==> config.mk <==
export PLATFORM = sky130hd
export DESIGN_NAME = alien_hit_manager
export DESIGN_NICKNAME = d
export VERILOG_FILES = /design/src/rtl/alien_hit_manager.sv
export SDC_FILE = /design/constraint.sdc
export NUM_CORES = 1
export LEC_CHECK = 0
export BUFFER_PORTS_ARGS = -buffer_cell sky130_fd_sc_hd__buf_2
export CAP_MARGIN = 20
export CELL_PAD_IN_SITES_DETAIL_PLACEMENT = 0
export CELL_PAD_IN_SITES_GLOBAL_PLACEMENT = 1
export CORE_UTILIZATION = 47
export CTS_BUF_LIST = sky130_fd_sc_hd__clkbuf_8
export DETAILED_ROUTE_END_ITERATION = 8
export PLACE_DENSITY = 0.93
export SYNTH_ARGS = -nofsm -noshare
export SYNTH_HDL_FRONTEND = slang
export SYNTH_SLANG_ARGS = --single-unit
==> constraint.sdc <==
create_clock -name clk -period 12 [get_ports clk]
set_clock_uncertainty 0.05 [all_clocks]
set_input_delay 1.2 -clock clk [delete_from_list [all_inputs] [get_ports clk]]
set_output_delay 1.2 -clock clk [all_outputs]
set_load 0.03 [all_outputs]
==> src/rtl/alien_hit_manager.sv <==
// alien_hit_manager: alive/dead state of the alien formation, bullet hit test
// and erase-pixel stream for a killed alien's sprite rectangle.
// Ports:
//   clk, reset (sync, active-high)
//   bulletValid/bulletX/bulletY   : bullet position strobe from the shot block
//   gridX/gridY                   : formation origin from the grid-movement block
//   collidedWithAlien             : one-cycle hit pulse back to the shot block
//   busy                          : checking or erasing; strobes dropped while high
//   aliveMask/aliensLeft/allDead  : formation status
//   eraseX/eraseY/eraseColour/eraseDrawEn : pixel plotter stream
// Latency: 1 cycle to decide hit or miss, then ALIEN_W*ALIEN_H erase cycles.
module alien_hit_manager #(
  parameter int ROWS         = 4,
  parameter int COLS         = 8,
  parameter int PITCH_X_LOG2 = 4,
  parameter int PITCH_Y_LOG2 = 3,
  parameter int ALIEN_W      = 12,
  parameter int ALIEN_H      = 6
) (
  input  logic                 clk,
  input  logic                 reset,
  input  logic                 bulletValid,
  input  logic [7:0]           bulletX,
  input  logic [6:0]           bulletY,
  input  logic [7:0]           gridX,
  input  logic [6:0]           gridY,
  output logic                 collidedWithAlien,
  output logic                 busy,
  output logic [ROWS*COLS-1:0] aliveMask,
  output logic [5:0]           aliensLeft,
  output logic                 allDead,
  output logic [7:0]           eraseX,
  output logic [6:0]           eraseY,
  output logic [2:0]           eraseColour,
  output logic                 eraseDrawEn
);

  localparam int N   = ROWS * COLS;
  localparam int IW  = (N > 1) ? $clog2(N) : 1;
  localparam int PXW = (ALIEN_W > 1) ? $clog2(ALIEN_W) : 1;
  localparam int PYW = (ALIEN_H > 1) ? $clog2(ALIEN_H) : 1;

  typedef enum logic [1:0] {IDLE, CHECK, ERASE} state_t;

  state_t           r_state;
  logic [7:0]       r_bx;
  logic [6:0]       r_by;
  logic [7:0]       r_gx;
  logic [6:0]       r_gy;
  logic [7:0]       r_cx;
  logic [6:0]       r_cy;
  logic [PXW-1:0]   r_px;
  logic [PYW-1:0]   r_py;
  logic [N-1:0]     r_alive;
  logic [5:0]       r_left;
  logic             r_coll;
  logic             r_erase_en;
  logic [7:0]       r_erase_x;
  logic [6:0]       r_erase_y;

  // Offsets from the grid origin, one bit wider than the coordinates so the
  // MSB is the sign (bullet left of / above the formation).
  logic [8:0]       w_dx;
  logic [7:0]       w_dy;
  logic [8:0]       w_col;
  logic [7:0]       w_row;
  logic [8:0]       w_offx;
  logic [7:0]       w_offy;
  logic             w_in_sprite;
  logic [IW-1:0]    w_idx;
  logic             w_hit;
  logic [7:0]       w_cx;
  logic [6:0]       w_cy;
  logic             w_px_last;
  logic             w_py_last;
  logic [PXW-1:0]   w_px_next;

  assign w_dx   = {1'b0, r_bx} - {1'b0, r_gx};
  assign w_dy   = {1'b0, r_by} - {1'b0, r_gy};
  assign w_col  = w_dx >> PITCH_X_LOG2;
  assign w_row  = w_dy >> PITCH_Y_LOG2;
  assign w_offx = w_dx & 9'((1 << PITCH_X_LOG2) - 1);
  assign w_offy = w_dy & 8'((1 << PITCH_Y_LOG2) - 1);

  // Inside the formation and on the sprite, not in the gap between cells.
  assign w_in_sprite = !w_dx[8] && !w_dy[7] &&
                       (w_col < 9'(COLS)) && (w_row < 8'(ROWS)) &&
                       (w_offx < 9'(ALIEN_W)) && (w_offy < 8'(ALIEN_H));

  // Only meaningful when w_in_sprite; the && below guards the lookup.
  assign w_idx = IW'(w_row) * IW'(COLS) + IW'(w_col);
  assign w_hit = w_in_sprite && r_alive[w_idx];

  // Cell origin of the struck alien; wraps like the rest of the pixel maths.
  assign w_cx = r_gx + 8'(w_col << PITCH_X_LOG2);
  assign w_cy = r_gy + 7'(w_row << PITCH_Y_LOG2);

  assign w_px_last = (r_px == PXW'(ALIEN_W - 1));
  assign w_py_last = (r_py == PYW'(ALIEN_H - 1));
  assign w_px_next = r_px + PXW'(1);

  always_ff @(posedge clk) begin
    if (reset) begin
      r_state    <= IDLE;
      r_bx       <= '0;
      r_by       <= '0;
      r_gx       <= '0;
      r_gy       <= '0;
      r_cx       <= '0;
      r_cy       <= '0;
      r_px       <= '0;
      r_py       <= '0;
      r_alive    <= '1;
      r_left     <= 6'(N);
      r_coll     <= 1'b0;
      r_erase_en <= 1'b0;
      r_erase_x  <= '0;
      r_erase_y  <= '0;
    end else begin
      r_coll <= 1'b0;
      case (r_state)
        IDLE: begin
          if (bulletValid) begin
            r_bx    <= bulletX;
            r_by    <= bulletY;
            r_gx    <= gridX;
            r_gy    <= gridY;
            r_state <= CHECK;
          end
        end
        CHECK: begin
          if (w_hit) begin
            r_alive[w_idx] <= 1'b0;
            r_left         <= r_left - 6'd1;
            r_coll         <= 1'b1;
            r_cx           <= w_cx;
            r_cy           <= w_cy;
            r_px           <= '0;
            r_py           <= '0;
            // First pixel (0,0) is presented in the cycle right after the hit.
            r_erase_en     <= 1'b1;
            r_erase_x      <= w_cx;
            r_erase_y      <= w_cy;
            r_state        <= ERASE;
          end else begin
            r_state <= IDLE;
          end
        end
        ERASE: begin
          // Outputs hold the current pixel; load the next one (row-major).
          if (w_px_last) begin
            if (w_py_last) begin
              r_erase_en <= 1'b0;
              r_state    <= IDLE;
            end else begin
              r_px      <= '0;
              r_py      <= r_py + PYW'(1);
              r_erase_x <= r_cx;
              r_erase_y <= r_cy + 7'(r_py) + 7'd1;
            end
          end else begin
            r_px      <= w_px_next;
            r_erase_x <= r_cx + 8'(w_px_next);
          end
        end
        default: r_state <= IDLE;
      endcase
    end
  end

  assign busy              = (r_state != IDLE);
  assign collidedWithAlien = r_coll;
  assign aliveMask         = r_alive;
  assign aliensLeft        = r_left;
  assign allDead           = (r_left == 6'd0);
  assign eraseX            = r_erase_x;
  assign eraseY            = r_erase_y;
  assign eraseColour       = 3'b000;
  assign eraseDrawEn       = r_erase_en;

endmodule

==> results_dict.tcl <==
set metrics [dict create \
    vias 5206 \
    vias_per_cell 5.45 \
    finalWirelength_mm 14.4 \
    port_buffers 89 \
    final_core_util_pct 54.8 \
    yosys-mux-area-fraction_pct 1.37 \
    switchingPower_uw 330 \
    num_rows 40 \
    ys_seq_area_share_pct 37.3 \
    cts_buffers 9 \
    gp_congestion 0.870 \
    synthCells 716 \
    syn_avg_cell_area_um2 8.18 \
    synth_edf_count 0 \
    finalSetupTns_ns 0 \
    place_area_um2 6380 \
    slowest_stage "nor2_2" \
    drive_gt1_share_pct 17.6 \
    dpl.hpwl_mm 10.6 \
    drtPass1Iterations 5 \
    core_um2 12100 \
    ir_drop_mv 0.0871 \
    arrival_ns 5.12 \
    cp-end-kind "register" \
    cts_tree "yes" \
    finalInstanceArea_um2 6610 \
    yosys.cell_types.count 70 \
    leakagePower_uw 0.00277 \
    powerDensity_nw_per_um2 141 \
    drtIter0Drc 370 \
    synth_top_family_by_area "compound AO/OA/AOI/OAI gates" \
    area_growth_pct 12.9 \
    status "completed" \
    die_area_um2 12900 \
    synth_simple_gate_area_share_pct 21.0 \
    ys_async_sr_fraction_pct 0 \
    p_int_uw 601 \
    yosys.area_share.xor_xnor_pct 4.57 \
    crit_fanout 55 \
    grt_util_all_layers_pct 23.4 \
    cts.repair.resized 0 \
    timing.final.crit_period_ns 4.94 \
    critical_path.cell_chain "inv_1, ha_1, a21o_1, a21o_1, a221oi_2, xnor2_1, ha_1, xnor3_1, a311oi_1, nor2_1, o32ai_4, nand3_4, nor2_2, a31oi_1" \
    top_level_ports 93 \
    yosys_most_used_dff "dfxtp_1" \
    criticalPathCategory "reg2reg" \
    nets 852 \
    clock_latency_ns 0.39 \
    clock_sinks 109 \
    clockRootBuffer "clkbuf_8" \
    wire_per_inst_um 15.1 \
    drc_errors 0 \
    yosysTopAreaCell "dfxtp_1" \
    cap_viol_max_count 0 \
    ys.warnings.count 0 \
    max-slew-margin-rel_pct 31.9 \
    period_share_pct 41.2 \
    rsz0062_at_grt "no" \
    slew_viol_final 0 \
    setup_viol 0 \
    dieWidth_um 114 \
    yosys.area.top_type_share_pct 37.3 \
    hold_viol 0 \
    hold_path_class "reg2reg" \
    grt_pass1_wl_mm 23.9 \
    h-tree-depth 3 \
    diodes 0 \
    overflow 0 \
    cts_hold_buf 0 \
    cp_slowest_stage_delay_ns 0.57 \
    cts.path.max_buffers 2 \
    fmax_mhz 202 \
    synthAdderAreaFrac_pct 8.33 \
    swShare_pct 35.5 \
    syn_area_um2 5860 \
    pwr-share-clk_pct 27.0 \
    seqPwrFrac_pct 40.7 \
    start_util_pct 48.6 \
    power_frac_comb_pct 32.3 \
    grt_pass1_vias 4878 \
    worst_slack_ns 7.06 \
    dp_slack_ns 7.07 \
    die_y_um 114 \
    worstMarginPinSlew_ns 1.02 \
    synth_compound_area_share_pct 21.8 \
    ys_ff_latch 109 \
    grt_max_degree 88 \
    cp-start-kind "register" \
    required_ns 12.19 \
    postRouteAntennaNets 0 \
    antenna_found_initial 0 \
    ys_top_cells_by_area "dfxtp_1 (37%), nand2_1 (8.8%), ha_1 (6.6%)" \
    cts_setup_buffers 0 \
    clk_pin_slew_ns 0.10 \
]
==> through the flow <==
| step | hold slack, ns | total power (uW) | instances |
|---|---|---|---|
| 2_1_floorplan | 0.381 | 614 | 718 |
| 3_3_place_gp | 0.394 | 679 | 939 |
| 3_5_place_dp | 0.407 | 684 | 940 |
| 4_1_cts | 0.420 | 937 | 956 |
| 5_1_grt | 0.443 | 983 | 956 |
| 6_report | 0.414 | 931 | 956 |
==> power groups by stage <==
stage	clock network, uW	registers, uW	logic [uW]
floorplan	0	389	225
global placement	0	387	292
detailed placement	0	387	297
CTS	260	379	298
global route	272	380	331
finish	251	379	301
==> cells in the final DEF (no fill, tap or decap), types with 3 or more instances in the layout <==
cell type / count
a211oi_1: 4
o21ai_1: 3
nand2b_1: 4
nor3_1: 9
nor2b_1: 4
xnor2_1: 18
buf_2: 89
buf_4: 4
a21o_1: 22
a221o_1: 8
o31ai_1: 6
xor2_1: 10
nor2_1: 50
dfxtp_1: 109
fa_1: 5
o21ai_0: 26
a31o_2: 3
conb_1: 3
and3_1: 9
a31oi_1: 13
nand4_1: 4
a211o_1: 3
o211a_1: 6
ha_1: 31
nand3_1: 35
nand2_1: 137
a21oi_1: 69
nor2_2: 4
clkbuf_8: 10
inv_1: 31
o2111ai_1: 4
==> registers in the layout (all words and copies together), names as in the netlist <==
signal / count
aliveMask: 32
eraseX: 8
r_bx: 8
r_cx: 8
r_gx: 8
eraseY: 7
r_by: 7
r_cy: 7
r_gy: 7
aliensLeft: 6
r_px: 4
r_py: 3
r_state: 2
collidedWithAlien: 1
eraseDrawEn: 1
==> routing by layer <==
metal,global-route usage [%],share of wire (%),vias up
li1,-,-,2625
met1,30.6,46,2438
met2,39.6,48,137
met3,4.89,5.4,6
met4,5.26,0.53,0
met5,0,0,-
==> cell families after synthesis <==
family | Yosys count
muxes | 6
other | 1
AOI/OAI and AO/OA | 188
buffers and inverters | 74
and+or+nand+nor | 273
DFF | 109
xor gates and xnor gates | 29
adders and majority gates | 36
==> critical path, delay by kind of cell (launching register included) <==
kind / cells / cell delay (ns)
AO/OA/AOI/OAI: 6 / 1.85
flip-flops: 1 / 0.36
adder cells (fa/ha/maj): 2 / 0.56
buffers and inverters: 1 / 0.05
AND/OR/NAND/NOR: 3 / 1.34
XOR/XNOR: 2 / 0.58
==> final timing paths <==
path              from       endpoint  slack, ns  depth (start not counted)
max            r_gx[4]  aliveMask[11]       7.06                         14
min          eraseY[4]      eraseY[4]       0.41                          2
max reg2reg    r_gx[4]  aliveMask[11]       7.06                         14
min reg2reg  eraseY[4]      eraseY[4]       0.41                          2
==> cells in the mapped netlist, types with 5 or more instances <==
cell type / instances
nand2_1: 137
dfxtp_1: 109
a21oi_1: 69
nor2_1: 50
nand3_1: 35
ha_1: 31
inv_1: 31
o21ai_0: 27
clkbuf_1: 23
a21o_1: 22
xnor2_1: 18
a31oi_1: 13
xor2_1: 10
and3_1: 9
nor3_1: 9
a221o_1: 8
buf_2: 6
o211a_1: 6
o31ai_1: 6
buf_4: 5
fa_1: 5
==> layout make-up <==
| cell class | instances | area, um^2 |
|---|---|---|
| clock buffer | 10 | 138 |
| clock inverter | 6 | 93.8 |
| fill | 1175 | 5450 |
| inverter | 34 | 128 |
| multi-input combinational | 535 | 3360 |
| sequential | 109 | 2180 |
| tap | 168 | 210 |
| timing repair buffer | 94 | 503 |
Note: power is estimated with default switching activity, not from simulation.
